**src/rtl/keyed_sib_lockout.sv**
```systemverilog
// keyed_sib_lockout: key-protected Segment Insertion Bit for an IJTAG network.
// The unlock key is scanned serially through a KEY_WIDTH key register in the
// SIB's own scan path. A wrong key on update counts as a failed attempt. After
// MAX_TRIES failures the block stays in LOCKOUT until RstBar is asserted.
// The protected segment is spliced in only when the block is UNLOCKED and the
// SIB bit is open.
// Optional feature: define AUTO_RELOCK_EN to relock after RELOCK_CYCLES idle
// clocks spent in UNLOCKED.
module keyed_sib_lockout #(
  parameter int unsigned          KEY_WIDTH     = 32,
  parameter logic [KEY_WIDTH-1:0] KEY_VALUE     = 32'h0034_1179,
  parameter int unsigned          MAX_TRIES     = 3,
  parameter int unsigned          RELOCK_CYCLES = 1024
) (
  input  logic       Clock,
  input  logic       RstBar,
  input  logic       SI,
  output logic       SO,
  input  logic       ShiftEN,
  input  logic       CaptureEN,
  input  logic       UpdateEn,
  input  logic       Select,
  input  logic       FromSO,
  output logic       ToSI,
  output logic       ToSelect,
  output logic       Locked,
  output logic       Lockout,
  output logic [7:0] FailCnt
);

  typedef enum logic [1:0] {
    ST_LOCKED   = 2'd0,
    ST_UNLOCKED = 2'd1,
    ST_LOCKOUT  = 2'd2
  } state_t;

  localparam logic [7:0] MAX_CNT = 8'(MAX_TRIES);

  state_t               state;
  logic [KEY_WIDTH-1:0] key_sr;
  logic                 sib_sr;
  logic                 sib_upd;
  logic [7:0]           fail_cnt;

  logic       do_capture;
  logic       do_shift;
  logic       do_update;
  logic       unlocked;
  logic       path_open;
  logic       key_match;
  logic [7:0] fail_next;
  logic       relock_fire;

  // Only the highest-priority strobe acts, and only while selected.
  assign do_capture = Select & CaptureEN;
  assign do_shift   = Select & ShiftEN & ~CaptureEN;
  assign do_update  = Select & UpdateEn & ~CaptureEN & ~ShiftEN;

  assign unlocked  = (state == ST_UNLOCKED);
  assign path_open = unlocked & sib_upd;
  assign key_match = (key_sr == KEY_VALUE);
  assign fail_next = fail_cnt + 8'd1;

  // Scan path: SI always feeds the key register. The SIB bit takes either the
  // key register tail (closed) or the protected segment's return (open).
  always_ff @(posedge Clock or negedge RstBar) begin
    if (!RstBar) begin
      key_sr <= '0;
      sib_sr <= 1'b0;
    end else if (do_capture) begin
      // Capture clears the key so the secret can never be shifted back out.
      key_sr <= '0;
      sib_sr <= sib_upd;
    end else if (do_shift) begin
      key_sr <= {SI, key_sr[KEY_WIDTH-1:1]};
      sib_sr <= path_open ? FromSO : key_sr[0];
    end
  end

`ifdef AUTO_RELOCK_EN
  localparam int unsigned RC_W = (RELOCK_CYCLES > 2) ? $clog2(RELOCK_CYCLES) : 1;
  localparam logic [RC_W-1:0] RELOCK_LAST = RC_W'(RELOCK_CYCLES - 1);

  logic [RC_W-1:0] relock_cnt;
  logic            scan_active;

  assign scan_active = Select & (ShiftEN | CaptureEN | UpdateEn);
  assign relock_fire = unlocked & ~scan_active & (relock_cnt == RELOCK_LAST);

  // Idle counter: runs only while unlocked and restarts on any scan activity.
  always_ff @(posedge Clock or negedge RstBar) begin
    if (!RstBar) begin
      relock_cnt <= '0;
    end else if (!unlocked || scan_active || relock_fire) begin
      relock_cnt <= '0;
    end else begin
      relock_cnt <= relock_cnt + 1'b1;
    end
  end
`else
  assign relock_fire = 1'b0;
`endif

  // Lock FSM: key check on update, failure counting, and permanent lockout.
  always_ff @(posedge Clock or negedge RstBar) begin
    if (!RstBar) begin
      state    <= ST_LOCKED;
      sib_upd  <= 1'b0;
      fail_cnt <= 8'd0;
    end else if (do_update && (state != ST_LOCKOUT)) begin
      if (key_match) begin
        state    <= ST_UNLOCKED;
        fail_cnt <= 8'd0;
        sib_upd  <= sib_sr;
      end else begin
        sib_upd <= 1'b0;
        if (fail_next >= MAX_CNT) begin
          fail_cnt <= MAX_CNT;
          state    <= ST_LOCKOUT;
        end else begin
          fail_cnt <= fail_next;
          state    <= ST_LOCKED;
        end
      end
    end else if (relock_fire) begin
      state   <= ST_LOCKED;
      sib_upd <= 1'b0;
    end
  end

  assign SO       = sib_sr;
  assign ToSI     = key_sr[0];
  assign ToSelect = Select & sib_upd & unlocked;
  assign Locked   = ~unlocked;
  assign Lockout  = (state == ST_LOCKOUT);
  assign FailCnt  = fail_cnt;

endmodule

```
**config.mk**
```make
export PLATFORM = sky130hd
export DESIGN_NAME = keyed_sib_lockout
export DESIGN_NICKNAME = d
export VERILOG_FILES = /design/src/rtl/keyed_sib_lockout.sv
export SDC_FILE = /design/constraint.sdc
export NUM_CORES = 1
export LEC_CHECK = 0
export BUFFER_PORTS_ARGS = -buffer_cell sky130_fd_sc_hd__buf_2
export CORE_AREA = 2 2 75 77
export CTS_BUF_LIST = sky130_fd_sc_hd__clkbuf_8
export DETAILED_ROUTE_END_ITERATION = 10
export DIE_AREA = 0 0 77 79
export RECOVER_POWER = 50
export SLEW_MARGIN = 20
export SYNTH_ARGS = -nofsm -noshare
export SYNTH_HDL_FRONTEND = slang
export SYNTH_SLANG_ARGS = --single-unit
```
**constraint.sdc**
```tcl
create_clock -name Clock -period 1.8 [get_ports Clock]
set_input_delay 0.09 -clock Clock [delete_from_list [all_inputs] [get_ports Clock]]
set_output_delay 0.09 -clock Clock [all_outputs]
set_load 0.01 [all_outputs]
```
## Word level (Yosys, flattened, before mapping)

Index checks and enable logic that the tools add are counted.

- Reductions and logical operators: 2
- Bitwise operators: 12
- Add/sub/neg operators: 1
- Muxes and demuxes: 10
- Equality and inequality tests: 4
- $lt $le $gt $ge: 1

Operator list:

| cell | number |
|---|---|
| $mux W32 | 2 |
| $eq A32 B22 Y1 const B | 1 |
| $mux W8 | 2 |
| $and A1 B1 Y1 | 9 |
| $add A8 B1 Y8 const B | 1 |
| $ge A8 B2 Y1 const B | 1 |
| $mux W1 | 4 |
| $mux W2 | 2 |
| $not A1 Y1 | 3 |
| $eq A2 B1 Y1 const B | 1 |
| $eq A2 B2 Y1 const B | 1 |
| $ne A2 B2 Y1 const B | 1 |
| $reduce_bool A2 Y1 | 1 |
| $logic_and A1 B1 Y1 | 1 |

- Word-level logic and storage cells: 35
- Flip-flop bits (word level): 44

## Depth between registers and ports, before layout

- Word-level depth: 5
- Mapped depth: 6

## Worst setup path after synthesis

OpenSTA, ideal clock, no wires.

- Kind: flip-flop to flip-flop
- From: reg state[1]
- To: reg fail_cnt[1], in the netlist FailCnt[1]
- Arrival time: 1.451 ns
- Setup slack: 0.257 ns
- Stages on the path, launching flop included: 6
- Data required time: 1.708 ns
- Cells stage by stage: dfrtp_1 nor2b_1 or4_4 buf_6 buf_6 o31ai_2

- Longest elaborated chain between the ends: 2

Ends and longest elaborated chain:

| what | line | RTL |
|---|---|---|
| start: declaration | 39 | `state_t state;` |
| start signal: assignment | 107 | `state <= ST_LOCKED;` |
| start signal: assignment | 112 | `state <= ST_UNLOCKED;` |
| start signal: assignment | 119 | `state <= ST_LOCKOUT;` |
| $ne A2 B2 Y1 | 110 | `end else if (do_update && (state != ST_LOCKOUT)) begin` |
| $logic_and A1 B1 Y1 | 110 |  |
| end signal: assignment | 121 | `fail_cnt <= fail_next;` |
| end: declaration | 43 | `logic [7:0] fail_cnt;` |

Every way passes these cells.
A chain may end at the register's enable or synchronous reset.

## Worst setup path in the final report

- From: reg key_sr[7]
- To: reg state[0]

- Longest elaborated chain between the ends: 2

Ends and longest elaborated chain:

| what | line | RTL |
|---|---|---|
| start: declaration | 40 | `logic [KEY_WIDTH-1:0] key_sr;` |
| start signal: assignment | 75 | `key_sr <= {SI, key_sr[KEY_WIDTH-1:1]};` |
| $eq A32 B22 Y1 | 61 | `assign key_match = (key_sr == KEY_VALUE);` |
| $mux W2 | 111 | `if (key_match) begin` |
| end signal: assignment | 112 |  |
| end signal: assignment | 119 |  |
| end signal: assignment | 122 | `state <= ST_LOCKED;` |

Every way passes these cells.

==> flow_metrics.tcl <==
set metrics [dict create \
    grt_max_degree 42 \
    htreeDepth 2 \
    stdcell_area_mm2 0.00230 \
    maxCapViolCount 0 \
    start_util_pct 38.1 \
    worstMarginPinSlew_ns 1.29 \
    die_y_um 79 \
    hp-class "in2reg" \
    dr_total_vias 1455 \
    grt_overflow 0 \
    wl_um 3790 \
    grt_pass1_vias 1390 \
    cts_max_path_buffers 2 \
    cts_sinks 44 \
    power-per-cell-area_mw_per_mm2 875 \
    path_class "reg2reg" \
    clkSlewWorstSetupHoldPaths_ns 0.08 \
    p_leak_nw 1.02 \
    synth.area.top_cells "dfrtp_1 54%, nand2b_1 9.9%, o21ai_0 8.1%" \
    die_w_um 77 \
    timing.rr.start "key_sr[7]$_DFFE_PN0P_" \
    end_kind "flop" \
    period_needed_ns 1.53 \
    cts_setup_buffers 0 \
    core_area_mm2 0.00534 \
    final_common_cell "dfrtp_1" \
    pin_count 21 \
    regArea_mm2 0.00110 \
    syn_inst 209 \
    dieArea_mm2 0.00608 \
    yosys.area.top_type "dfrtp_1" \
    vdd_drop_max_mv 0.421 \
    syn_area_per_cell_um2 9.72 \
    crit_path_max_fanout 5 \
    cts_resized 0 \
    r2r_end "state[0]$_DFFE_PN0P_" \
    hold_ws_ns 0.0605 \
    start_kind "flop" \
    drtIter0Drc 75 \
    synth_nets 219 \
    worstRegToRegCells 4 \
    detailed_place_hpwl_um 2590 \
    grt_util_all_layers_pct 14.1 \
    max_slew_margin_pct 13.9 \
    outcome "complete, no violations" \
    fillers 542 \
    setup_viol 0 \
    cts_made_buffers 5 \
    diodes 0 \
    final.setup.tns_ns 0 \
    clock_latency_ns 0.29 \
    std_cell_rows 27 \
    yosysTopAreaCellShare_pct 54.2 \
    drive_above_1_share_pct 13.9 \
    fin_skew_ns 0.00378 \
    syn_area_mm2 0.00203 \
    yosysWarnings 0 \
    worstPathArrival_ns 1.77 \
    multiInputGateArea_um2 851 \
    area.growth.synth_to_final_pct 13.1 \
    drc 0 \
    fmax_mhz 654 \
    yosysUniqueCellTypes 31 \
    antenna_left 0 \
    cts-root-buf "clkbuf_8" \
    cts_tree "done" \
    fin_crit_sh_pct 85.0 \
    final_net_count 239 \
    grt_setup_unrepaired "false" \
    mostFrequentLayoutCells "44 x dfrtp_1, 39 x nand2_1, 32 x nand2b_1, 32 x o21ai_0, 17 x buf_2" \
    ys_ff_latch 44 \
    antenna_found_initial 0 \
    worstHoldStart "SI" \
    viasPerCell 4.82 \
    required_ns 2.04 \
    hold_viol_final 0 \
    place_area_mm2 0.00221 \
    grt_pass1_wl_um 6750 \
    wl_per_cell_um 12.6 \
    reg2reg_slack_ns 0.27 \
    port-buffer-count 20 \
    seq_area_frac_synth_pct 54.2 \
    min_path_cells 3 \
    holdPathEnd "key_sr[31]$_DFFE_PN0P_" \
    postCtsHoldBufs 1 \
    drv_slew 0 \
    dr.pass1.iters 4 \
    gp_congestion 0.741 \
]
synth_stat cells:
library cell / count
nor3_2: 1
and3_1: 1
inv_1: 4
nand4b_1: 1
dfrtp_1: 44
mux2i_1: 1
nor4b_1: 2
a31oi_1: 2
o31ai_2: 1
and4b_1: 2
a221oi_1: 1
ha_1: 2
clkbuf_1: 6
nand2_1: 39
or4_4: 1
and4_1: 1
or4_1: 1
o31ai_1: 2
a21oi_1: 1
nor2_1: 3
nand4_1: 2
nand2b_1: 32
a22o_1: 2
mux2_2: 1
and2_1: 7
o21ai_0: 33
nor2b_1: 2
nand3_1: 3
buf_2: 4
nor4_1: 4
buf_6: 3
final cells by class:
cell class | instances | area share [%]
repair buffers | 26 | 6.54
clock inverters | 2 | 0.327
multi-input cells | 148 | 37.0
well taps | 72 | 3.92
inverters | 4 | 0.654
clock buffers | 6 | 3.59
flip-flops and latches | 44 | 47.9
cell families (layout without fill, tap and decap cells):
logic type | count (synthesis) | count (layout) | synth area share, %
flops | 44 | 44 | 54.2
mux | 2 | 2 | 1.05
fa+ha+maj | 2 | 2 | 1.23
compound gates | 42 | 42 | 11.6
buf+inv | 17 | 38 | 4.49
simple gates | 102 | 102 | 27.4
state kept, by name (all words and copies together), names as in the netlist:
register and cells:
FailCnt 8, SO 1, key_sr 32, sib_upd 1
state 2
per-stage QoR:
step / instances / power (mW) / utilization (%) / setup slack, ns
2_1_floorplan: 209 / 1.30 / - / 0.257
3_3_place_gp: 293 / 1.40 / 41.4 / 0.208
3_5_place_dp: 293 / 1.41 / 41.4 / 0.238
4_1_cts: 302 / 2.04 / 43.2 / 0.216
5_1_grt: 302 / 2.13 / 43.0 / 0.113
6_report: 302 / 2.01 / 43.0 / 0.271
worst max-delay path: stages, from the launching register on:
cell and delay, ns:
dfrtp_1 0.39, nand4b_1 0.17, or4_1 0.42, nor3_2 0.29, mux2_2 0.21
power by group:
| part | internal (mW) | total (mW) | switching [mW] |
|---|---|---|---|
| clock network | 0.302 | 0.627 | 0.325 |
| registers | 1.03 | 1.07 | 0.0466 |
| logic | 0.124 | 0.310 | 0.186 |
how the worst max path moves through the flow:
stage,start,end,slack (ns)
2_1_floorplan,state[1]$_DFFE_PN0P_,FailCnt[1]$_DFFE_PN0P_,0.26
3_3_place_gp,key_sr[27]$_DFFE_PN0P_,state[0]$_DFFE_PN0P_,0.21
3_5_place_dp,key_sr[27]$_DFFE_PN0P_,state[0]$_DFFE_PN0P_,0.24
4_1_cts,key_sr[27]$_DFFE_PN0P_,state[0]$_DFFE_PN0P_,0.22
5_1_grt,RstBar,key_sr[3]$_DFFE_PN0P_,0.11
6_report,key_sr[7]$_DFFE_PN0P_,state[0]$_DFFE_PN0P_,0.27
metal layers:
metal / vias to the layer above / part of all wire (%) / GRT usage, %
met5: - / 0 / 0
met1: 683 / 51 / 19.8
met3: 6 / 4.0 / 3.52
met4: 0 / 1.6 / 5.36
met2: 25 / 43 / 21.0
li1: 741 / - / -
Power figures use the tool's default switching activity.
